## src/rtl/adder_carry_seq_pkg.sv

```systemverilog
// rtl/adder_carry_seq_pkg.sv - shared state encoding and counter sizing for adder_carry_seq
package adder_carry_seq_pkg;

    localparam logic [1:0] ST_IDLE = 2'd0;
    localparam logic [1:0] ST_OP   = 2'd1;
    localparam logic [1:0] ST_DONE = 2'd2;

    // A single-slice adder still needs a 1-bit counter.
    function automatic int counter_width(input int k);
        return (k <= 1) ? 1 : $clog2(k);
    endfunction

endpackage

```

## src/rtl/adder_carry_seq_if.sv

```systemverilog
// rtl/adder_carry_seq_if.sv - operand/result handshake bundle for adder_carry_seq
interface adder_carry_seq_if #(
    parameter int W = 16
);
    logic         start;
    logic         sub;
    logic [W-1:0] a;
    logic [W-1:0] b;
    logic         ready;
    logic         done_tick;
    logic [W-1:0] sum;
    logic         cout;
    logic         ovf;

    modport master (
        output start, sub, a, b,
        input  ready, done_tick, sum, cout, ovf
    );

    modport slave (
        input  start, sub, a, b,
        output ready, done_tick, sum, cout, ovf
    );
endinterface

```

## src/rtl/adder_carry_cin.sv

```systemverilog
// rtl/adder_carry_cin.sv - combinational N-bit adder slice with carry-in and carry-out
module adder_carry_cin #(
    parameter int N = 4
) (
    input  logic [N-1:0] a,
    input  logic [N-1:0] b,
    input  logic         cin,
    output logic [N-1:0] s,
    output logic         cout
);
    assign {cout, s} = {1'b0, a} + {1'b0, b} + {{N{1'b0}}, cin};
endmodule

```

## src/rtl/adder_carry_seq.sv

```systemverilog
// rtl/adder_carry_seq.sv - multi-cycle add/sub processing N bits per clock through one carry slice
module adder_carry_seq
    import adder_carry_seq_pkg::*;
#(
    parameter int W = 16,
    parameter int N = 4
) (
    input  logic               clk,
    input  logic               reset,
    adder_carry_seq_if.slave   bus
);
    localparam int K  = W / N;
    localparam int CW = counter_width(K);

    logic [1:0]    state;
    logic [CW-1:0] cnt;
    logic          carry;
    logic [W-1:0]  a_reg;
    logic [W-1:0]  b_reg;
    logic [W-1:0]  sum_sh;
    logic [W-1:0]  sum_q;
    logic          cout_q;
    logic          ovf_q;

    logic [N-1:0]  slice_s;
    logic          slice_c;
    logic [W-1:0]  sum_next;

    adder_carry_cin #(.N(N)) slice (
        .a    (a_reg[N-1:0]),
        .b    (b_reg[N-1:0]),
        .cin  (carry),
        .s    (slice_s),
        .cout (slice_c)
    );

    // New slice enters at the top; after K shifts the full sum is aligned.
    assign sum_next = (sum_sh >> N) | (W'(slice_s) << (W - N));

    always_ff @(posedge clk) begin
        if (reset) begin
            state  <= ST_IDLE;
            cnt    <= '0;
            carry  <= 1'b0;
            a_reg  <= '0;
            b_reg  <= '0;
            sum_sh <= '0;
            sum_q  <= '0;
            cout_q <= 1'b0;
            ovf_q  <= 1'b0;
        end else begin
            case (state)
                ST_IDLE: begin
                    if (bus.start) begin
                        a_reg <= bus.a;
                        b_reg <= bus.b ^ {W{bus.sub}};
                        carry <= bus.sub;
                        cnt   <= '0;
                        state <= ST_OP;
                    end
                end
                ST_OP: begin
                    carry  <= slice_c;
                    a_reg  <= a_reg >> N;
                    b_reg  <= b_reg >> N;
                    sum_sh <= sum_next;
                    cnt    <= cnt + CW'(1);
                    // On the last slice the low bits of a_reg/b_reg hold the operand MSBs.
                    if (cnt == CW'(K - 1)) begin
                        sum_q  <= sum_next;
                        cout_q <= slice_c;
                        ovf_q  <= (a_reg[N-1] == b_reg[N-1]) && (slice_s[N-1] != a_reg[N-1]);
                        state  <= ST_DONE;
                    end
                end
                ST_DONE: state <= ST_IDLE;
                default: state <= ST_IDLE;
            endcase
        end
    end

    assign bus.ready     = (state == ST_IDLE);
    assign bus.done_tick = (state == ST_DONE);
    assign bus.sum       = sum_q;
    assign bus.cout      = cout_q;
    assign bus.ovf       = ovf_q;
endmodule

```

## src/flat_wrapper.sv

```systemverilog
// flat-port wrapper written by rule: the top's interface ports become plain ports
module adder_carry_seq_flat import adder_carry_seq_pkg::*;
#(
    parameter int W = 16,
    parameter int N = 4
)
  (clk, reset, bus_start, bus_sub, bus_a, bus_b, bus_ready, bus_done_tick, bus_sum, bus_cout, bus_ovf);
  adder_carry_seq_if #(.W(W)) bus_i ();
  input  logic clk;
  input  logic reset;
  input wire logic [$bits(bus_i.start)-1:0] bus_start;
  input wire logic [$bits(bus_i.sub)-1:0] bus_sub;
  input wire logic [$bits(bus_i.a)-1:0] bus_a;
  input wire logic [$bits(bus_i.b)-1:0] bus_b;
  output wire logic [$bits(bus_i.ready)-1:0] bus_ready;
  output wire logic [$bits(bus_i.done_tick)-1:0] bus_done_tick;
  output wire logic [$bits(bus_i.sum)-1:0] bus_sum;
  output wire logic [$bits(bus_i.cout)-1:0] bus_cout;
  output wire logic [$bits(bus_i.ovf)-1:0] bus_ovf;
  assign bus_i.start = bus_start;
  assign bus_i.sub = bus_sub;
  assign bus_i.a = bus_a;
  assign bus_i.b = bus_b;
  assign bus_ready = bus_i.ready;
  assign bus_done_tick = bus_i.done_tick;
  assign bus_sum = bus_i.sum;
  assign bus_cout = bus_i.cout;
  assign bus_ovf = bus_i.ovf;
  adder_carry_seq #(.W(W), .N(N)) u_core (.clk(clk), .reset(reset), .bus(bus_i));
endmodule
```

## config.mk

```make
export PLATFORM = sky130hd
export DESIGN_NAME = adder_carry_seq_flat
export DESIGN_NICKNAME = d
export VERILOG_FILES = /design/src/rtl/adder_carry_seq_pkg.sv /design/src/rtl/adder_carry_seq_if.sv /design/src/rtl/adder_carry_cin.sv /design/src/rtl/adder_carry_seq.sv /design/src/flat_wrapper.sv
export SDC_FILE = /design/constraint.sdc
export NUM_CORES = 1
export LEC_CHECK = 0
export BUFFER_PORTS_ARGS = -buffer_cell sky130_fd_sc_hd__buf_2
export CAP_MARGIN = 20
export CORE_ASPECT_RATIO = 1.75
export CORE_MARGIN = 2
export CORE_UTILIZATION = 35
export DETAILED_ROUTE_END_ITERATION = 16
export SYNTH_ARGS = -nofsm -noshare
export SYNTH_HDL_FRONTEND = slang
export SYNTH_HIERARCHICAL = 1
export SYNTH_SLANG_ARGS = --single-unit
```

## constraint.sdc

```tcl
create_clock -name clk -period 4.7 [get_ports clk]
set_input_delay 0.47 -clock clk [delete_from_list [all_inputs] [get_ports clk]]
set_output_delay 0.47 -clock clk [all_outputs]
set_load 0.01 [all_outputs]
```

# Word-level counts from Yosys, hierarchy flattened
# Index checks and enable logic that the tools add are counted.
# classes
mux,11
n_eq_ne,7
add_sub_neg,3
bitwise_logic,2
reduce_logical,6
# op_table
cell,count
16-bit case mux with 2 select lines,2
16-bit two-way mux,2
12-bit by 16-bit bitwise OR with 16-bit output,1
16-bit bitwise XOR,1
2-bit case mux with 2 select lines,2
2-bit two-way mux,3
2-bit AND reduction,3
4-bit by 4-bit adder with 5-bit output,1
5-bit by 1-bit adder with 5-bit output,1
"2-bit == test, second input constant",2
"2-bit by 1-bit adder with 2-bit output, second input constant",1
"2-bit by 1-bit == test with 1-bit output, second input constant",1
2-bit zero test,1
"2-bit by 1-bit inequality test with 1-bit output, second input constant",1
"2-bit inequality test, second input constant",1
1-bit case mux with 2 select lines,1
2-bit nonzero test,1
1-bit == test,1
1-bit logical AND,1
1-bit two-way mux,1
1-bit inequality test,1
# totals
out_inout_bits,20
word_cells,38
input_bits,36
reg_bits,71

# Depth between registers and ports, before layout
# logic_depth
ltp_word,4
depth_mapped,9
ltp_nobuf,9

# Modules after synthesis
# Netlist, hierarchy kept.
# modules_own_cells
mod,cells_each,area_each_um2,seq_area_each_um2,n_inst
adder_carry_seq,324,2777.7,1341.3,1
adder_carry_cin,16,143.9,0.0,1

# Worst setup path after synthesis
# No wires, ideal clock.
# synth_path
path_type,flip-flop to flip-flop
from,register u_core.a_reg[0]
to,register u_core.ovf_q (netlist: u_core/bus.ovf)
arrival_ps,1665
setup_ps,132
synth_period_minus_slack_ps,1797
n_path_buf,0
stages_incl_launch_ff,8
required_ps,4568
setup_slack_ps,2903
cell_sequence,dfxtp_1 fa_1 a21o_1 a21oi_2 xnor2_1 and3b_1 a211oi_1 nor3_1
# synth_via
elab_chain_len,4
# synth_rtl
item,line,rtl
start: declaration,adder_carry_seq.sv:18,logic [W-1:0] a_reg;
start signal: assignment,adder_carry_seq.sv:55,a_reg <= bus.a;
start signal: assignment,adder_carry_seq.sv:64,a_reg <= a_reg >> N;
4-bit by 4-bit adder with 5-bit output,adder_carry_cin.sv:11,"assign {cout, s} = {1'b0, a} + {1'b0, b} + {{N{1'b0}}, cin};"
5-bit by 1-bit adder with 5-bit output,adder_carry_cin.sv:11,
net u_core.slice_s[3],adder_carry_seq.sv:25,logic [N-1:0] slice_s;
1-bit inequality test,adder_carry_seq.sv:72,ovf_q <= (a_reg[N-1] == b_reg[N-1]) && (slice_s[N-1] != a_reg[N-1]);
1-bit logical AND,adder_carry_seq.sv:72,
end signal: assignment,adder_carry_seq.sv:72,
end: declaration,adder_carry_seq.sv:23,logic ovf_q;
# The timed path passes the listed nets, and every way through them passes these cells.
# A chain may end at the register's enable or synchronous reset.

# Final worst setup path
# Same ends and word-level chain as after synthesis.

==> implementation parameters <==
Parameter                              Value

Status
  Status ... finished, final reports clean

Finish
  Layout cell share with drive strength beyond 1 ... 0.203
  Fill cell instance count of the final layout ... approximately 850
  # diodes ... 0
  Layout overhead on the synthesized area ... 19.3%
  Multi-input gate area in the final layout ... between 1000 and 1500 um2
  Non-filler instance count after layout ... about 480
  Number of nets in the final layout ... approximately 420
  Area used by sequential logic in the layout ... roughly 1300 um2

Setup path
  Worst endpoint data arrival time ... approximately 2.2 ns
  CP cell instances ... fa_1, a21o_1, a21oi_2, xnor2_1, and3b_1, a211oi_1, nor3_1
  Worst Setup End Kind ... register
  Critical path capture point ... u_core/bus.ovf
  Start-to-end type of the worst setup path ... register to register
  Slowest-stage cell, CP ... sky130_fd_sc_hd__fa_1
  Critical-path maximum fanout ... 4
  R2R Path End ... u_core/bus.ovf
  Reg-to-reg startpoint ... u_core/a_reg[0]
  Logic depth of the worst register-to-register path ... 7
  Required time reported for the critical path endpoint ... between 4 and 5 ns
  Maximum single-stage delay on the critical path ... about 0.44 ns
  Slack of the worst reg-to-reg path ... around 2.7 ns
  Category of the worst setup path launch point ... register
  CP Launch Point ... u_core/a_reg[0]

GRT
  Wire length of the first global-routing pass ... 10700 um
  All-Layer GR Usage ... 0.155
  Number of global-route vias before repair ... between 2000 and 2500
  Pin count of the biggest net entering global routing ... 37
  Grt ovf ... 0
  Antenna violations before repair ... 0

Detailed routing
  Number of DRC violations after detailed routing ... 0
  Antenna-violating nets left ... 0
  Total wire length ... 6620 um
  Number of detailed-routing iterations run before antenna repair ... 4
  Initial DRC count ... between 150 and 200
  DR vias/cell ... about 5.1
  Post-detailed-route wirelength per cell ... around 14 um
  Via count ... 2420

Pwr
  PnR Total Power ... between 1000 and 1500 uW
  Max IR drop VDD ... 0.000203 V
  Total power divided by cell area ... 392 nW/um2
  Static Leak ... between 0.001 and 0.0015 uW

STA
  Post-Route Hold Slack ... about 0.37 ns
  Worst Tran Pin Value ... about 0.88 ns
  Number of max-slew violations in the final report ... 0
  Setup repair after global routing missed its margin ... false
  Final-layout setup total negative slack ... 0 ns
  Setup slack of the critical path after layout ... about 2.7 ns
  Worst-case headroom to the max-slew limit ... 0.412
  Achievable frequency ... approximately 500 MHz
  Final period utilization ... 0.421
  Worst clock skew ... roughly 0.0021 ns
  Count of endpoints failing setup in the final report ... 0
  Min Tclk post-route ... 1.98 ns
  Fin. Hold Viols ... 0

CTS
  Depth of the CTS H-tree ... 3
  TritonCTS clock tree ... done
  Post-CTS Setup Inserts ... 0
  Number of resized instances in the post-cts repair step ... 0
  Later-pin clock latency in the skew report ... around 0.33 ns
  Clock Tree Buf Depth ... 2
  CTS Buf Count ... 9
  Hold buffer count at cts ... 0
  CTS sink cnt ... 67
  Clock slew at reported path FFs ... 0.05 ns
  Root buffer cell ... sky130_fd_sc_hd__clkbuf_16

Run
  Max Cap Viol ... 0

Worst hold path
  Hold depth ... 3
  Hold_sp ... bus_a[12]
  Worst hold path type ... input port to register

Floorplanning
  Total die area ... 9120 um2
  I/O pin total ... 56
  Die Span Y ... roughly 120 um
  Area of the core region ... about 8000 um2
  Initial Utilization ... 0.356
  Placement row count ... between 40 and 50
  Die width ... approximately 73 um

Yosys
  Top_reg_cell synth ... sky130_fd_sc_hd__dfxtp_1
  Gate count after technology mapping ... 340
  #FFs+latches synth ... 67
  Number of library cell types mapped by synthesis ... 29
  Top cells by area in the synthesized netlist ... sky130_fd_sc_hd__dfxtp_1 (46%), sky130_fd_sc_hd__nand2_1 (7.5%), sky130_fd_sc_hd__a21oi_1 (7.2%), sky130_fd_sc_hd__a22oi_1 (5.4%), sky130_fd_sc_hd__xnor2_1 (4.2%)
  Largest area contributor in the synthesized netlist ... sky130_fd_sc_hd__dfxtp_1
  Asr flop ratio synth ... 0
  Seq/Total Area, Yosys ... 0.459
  Synthesized area per cell ... roughly 8.6 um2
  Net count after synthesis ... around 380
  Synthesis Warnings ... 6
  Number of enable-type register cells in the synthesized netlist ... 0
  Fraction of post-synthesis cell area in the top cell type by area ... 0.459
  Syn Std Cell Area ... roughly 2900 um2

Placed design
  Instance count after placement with tap cells included ... 462
  Detail Placement HPWL ... around 4500 um
  Final weighted congestion in routability-driven placement ... approximately 0.73
  Count of input and output buffers ... between 50 and 60
  Dpl ws ... roughly 2.5 ns
## how the worst min path moves through the flow
| stage | to |
|---|---|
| 6_report | u_core/a_reg[12] |
| 3_5_place_dp | u_core/bus.sum[11] |
| 4_1_cts | u_core/a_reg[12] |
| 5_1_grt | u_core/a_reg[14] |
| 2_1_floorplan | u_core/bus.sum[0] |
| 3_3_place_gp | u_core/bus.sum[0] |
## routing by layer
layer	GRT usage	routed length, um
met1	0.172	2700
met2	0.261	3510
met3	0.0388	231
met4	0.0817	167
met5	0	0
## final cells by class
type / count / area share
Multi-Input combinational cell: 242 / 0.410
Inverter: 4 / 0.00431
Timing Repair Buffer: 58 / 0.0912
Clock inverter: 3 / 0.00431
Tap cell: 92 / 0.0330
Clock buffer: 11 / 0.0725
Sequential cell: 67 / 0.385
## per-stage QoR
step / area, um2 / utilization
after floorplan: 2920 / -
after global placement: 3190 / 0.389
after detailed placement: 3190 / 0.389
after CTS: 3460 / 0.421
after global routing: 3480 / 0.425
final: 3480 / 0.425
## Yosys cell counts (2+ instances only)
cell,number
sky130_fd_sc_hd__ha_1,4
sky130_fd_sc_hd__or3b_1,13
sky130_fd_sc_hd__buf_4,6
sky130_fd_sc_hd__clkbuf_1,10
sky130_fd_sc_hd__buf_2,10
sky130_fd_sc_hd__nor2_1,27
sky130_fd_sc_hd__nand2b_1,15
sky130_fd_sc_hd__xor2_1,4
sky130_fd_sc_hd__a21oi_1,42
sky130_fd_sc_hd__inv_1,4
sky130_fd_sc_hd__nor2b_1,3
sky130_fd_sc_hd__xnor2_1,14
sky130_fd_sc_hd__and3b_1,2
sky130_fd_sc_hd__a22oi_1,21
sky130_fd_sc_hd__o22ai_1,12
sky130_fd_sc_hd__nor3_1,14
sky130_fd_sc_hd__a211oi_1,3
sky130_fd_sc_hd__fa_1,2
sky130_fd_sc_hd__nand2_1,58
sky130_fd_sc_hd__dfxtp_1,67
## logic make-up (layout without fill, tap and decap cells)
logic type,after synthesis,after routing,synth area share
flops,67,67,0.459
fa+ha+maj,6,6,0.0308
compound gates,83,83,0.174
xor+xnor,18,18,0.0540
simple gates,135,135,0.230
buf+inv,31,76,0.0522
## power breakdown
part | total (uW) | internal [uW] | switching, uW
combinational | 148 | 66.0 | 81.7
sequential | 616 | 597 | 18.7
clock | 603 | 376 | 227
total | 1370 | 1040 | 328
## critical path: cells and delay by family (launching register included)
| kind | cells | cell delay (ns) |
|---|---|---|
| fa+ha+maj | 1 | 0.44 |
| xor+xnor | 1 | 0.22 |
| simple gates | 2 | 0.30 |
| flops | 1 | 0.33 |
| compound gates | 3 | 0.55 |
## layout by cell type, fill, tap and decap left out, types with 2 or more instances in the layout
| master | instances |
|---|---|
| sky130_fd_sc_hd__a211oi_1 | 3 |
| sky130_fd_sc_hd__a21oi_1 | 42 |
| sky130_fd_sc_hd__a22oi_1 | 21 |
| sky130_fd_sc_hd__and3b_1 | 2 |
| sky130_fd_sc_hd__buf_2 | 55 |
| sky130_fd_sc_hd__buf_4 | 2 |
| sky130_fd_sc_hd__clkbuf_16 | 9 |
| sky130_fd_sc_hd__clkbuf_8 | 2 |
| sky130_fd_sc_hd__clkinv_2 | 3 |
| sky130_fd_sc_hd__dfxtp_1 | 67 |
| sky130_fd_sc_hd__fa_1 | 2 |
| sky130_fd_sc_hd__ha_1 | 4 |
| sky130_fd_sc_hd__inv_1 | 4 |
| sky130_fd_sc_hd__nand2_1 | 58 |
| sky130_fd_sc_hd__nand2b_1 | 15 |
| sky130_fd_sc_hd__nor2_1 | 27 |
| sky130_fd_sc_hd__nor2b_1 | 3 |
| sky130_fd_sc_hd__nor3_1 | 14 |
| sky130_fd_sc_hd__o22ai_1 | 12 |
| sky130_fd_sc_hd__or3b_1 | 13 |
| sky130_fd_sc_hd__xnor2_1 | 14 |
| sky130_fd_sc_hd__xor2_1 | 4 |
(Power assumes the default switching activity.)
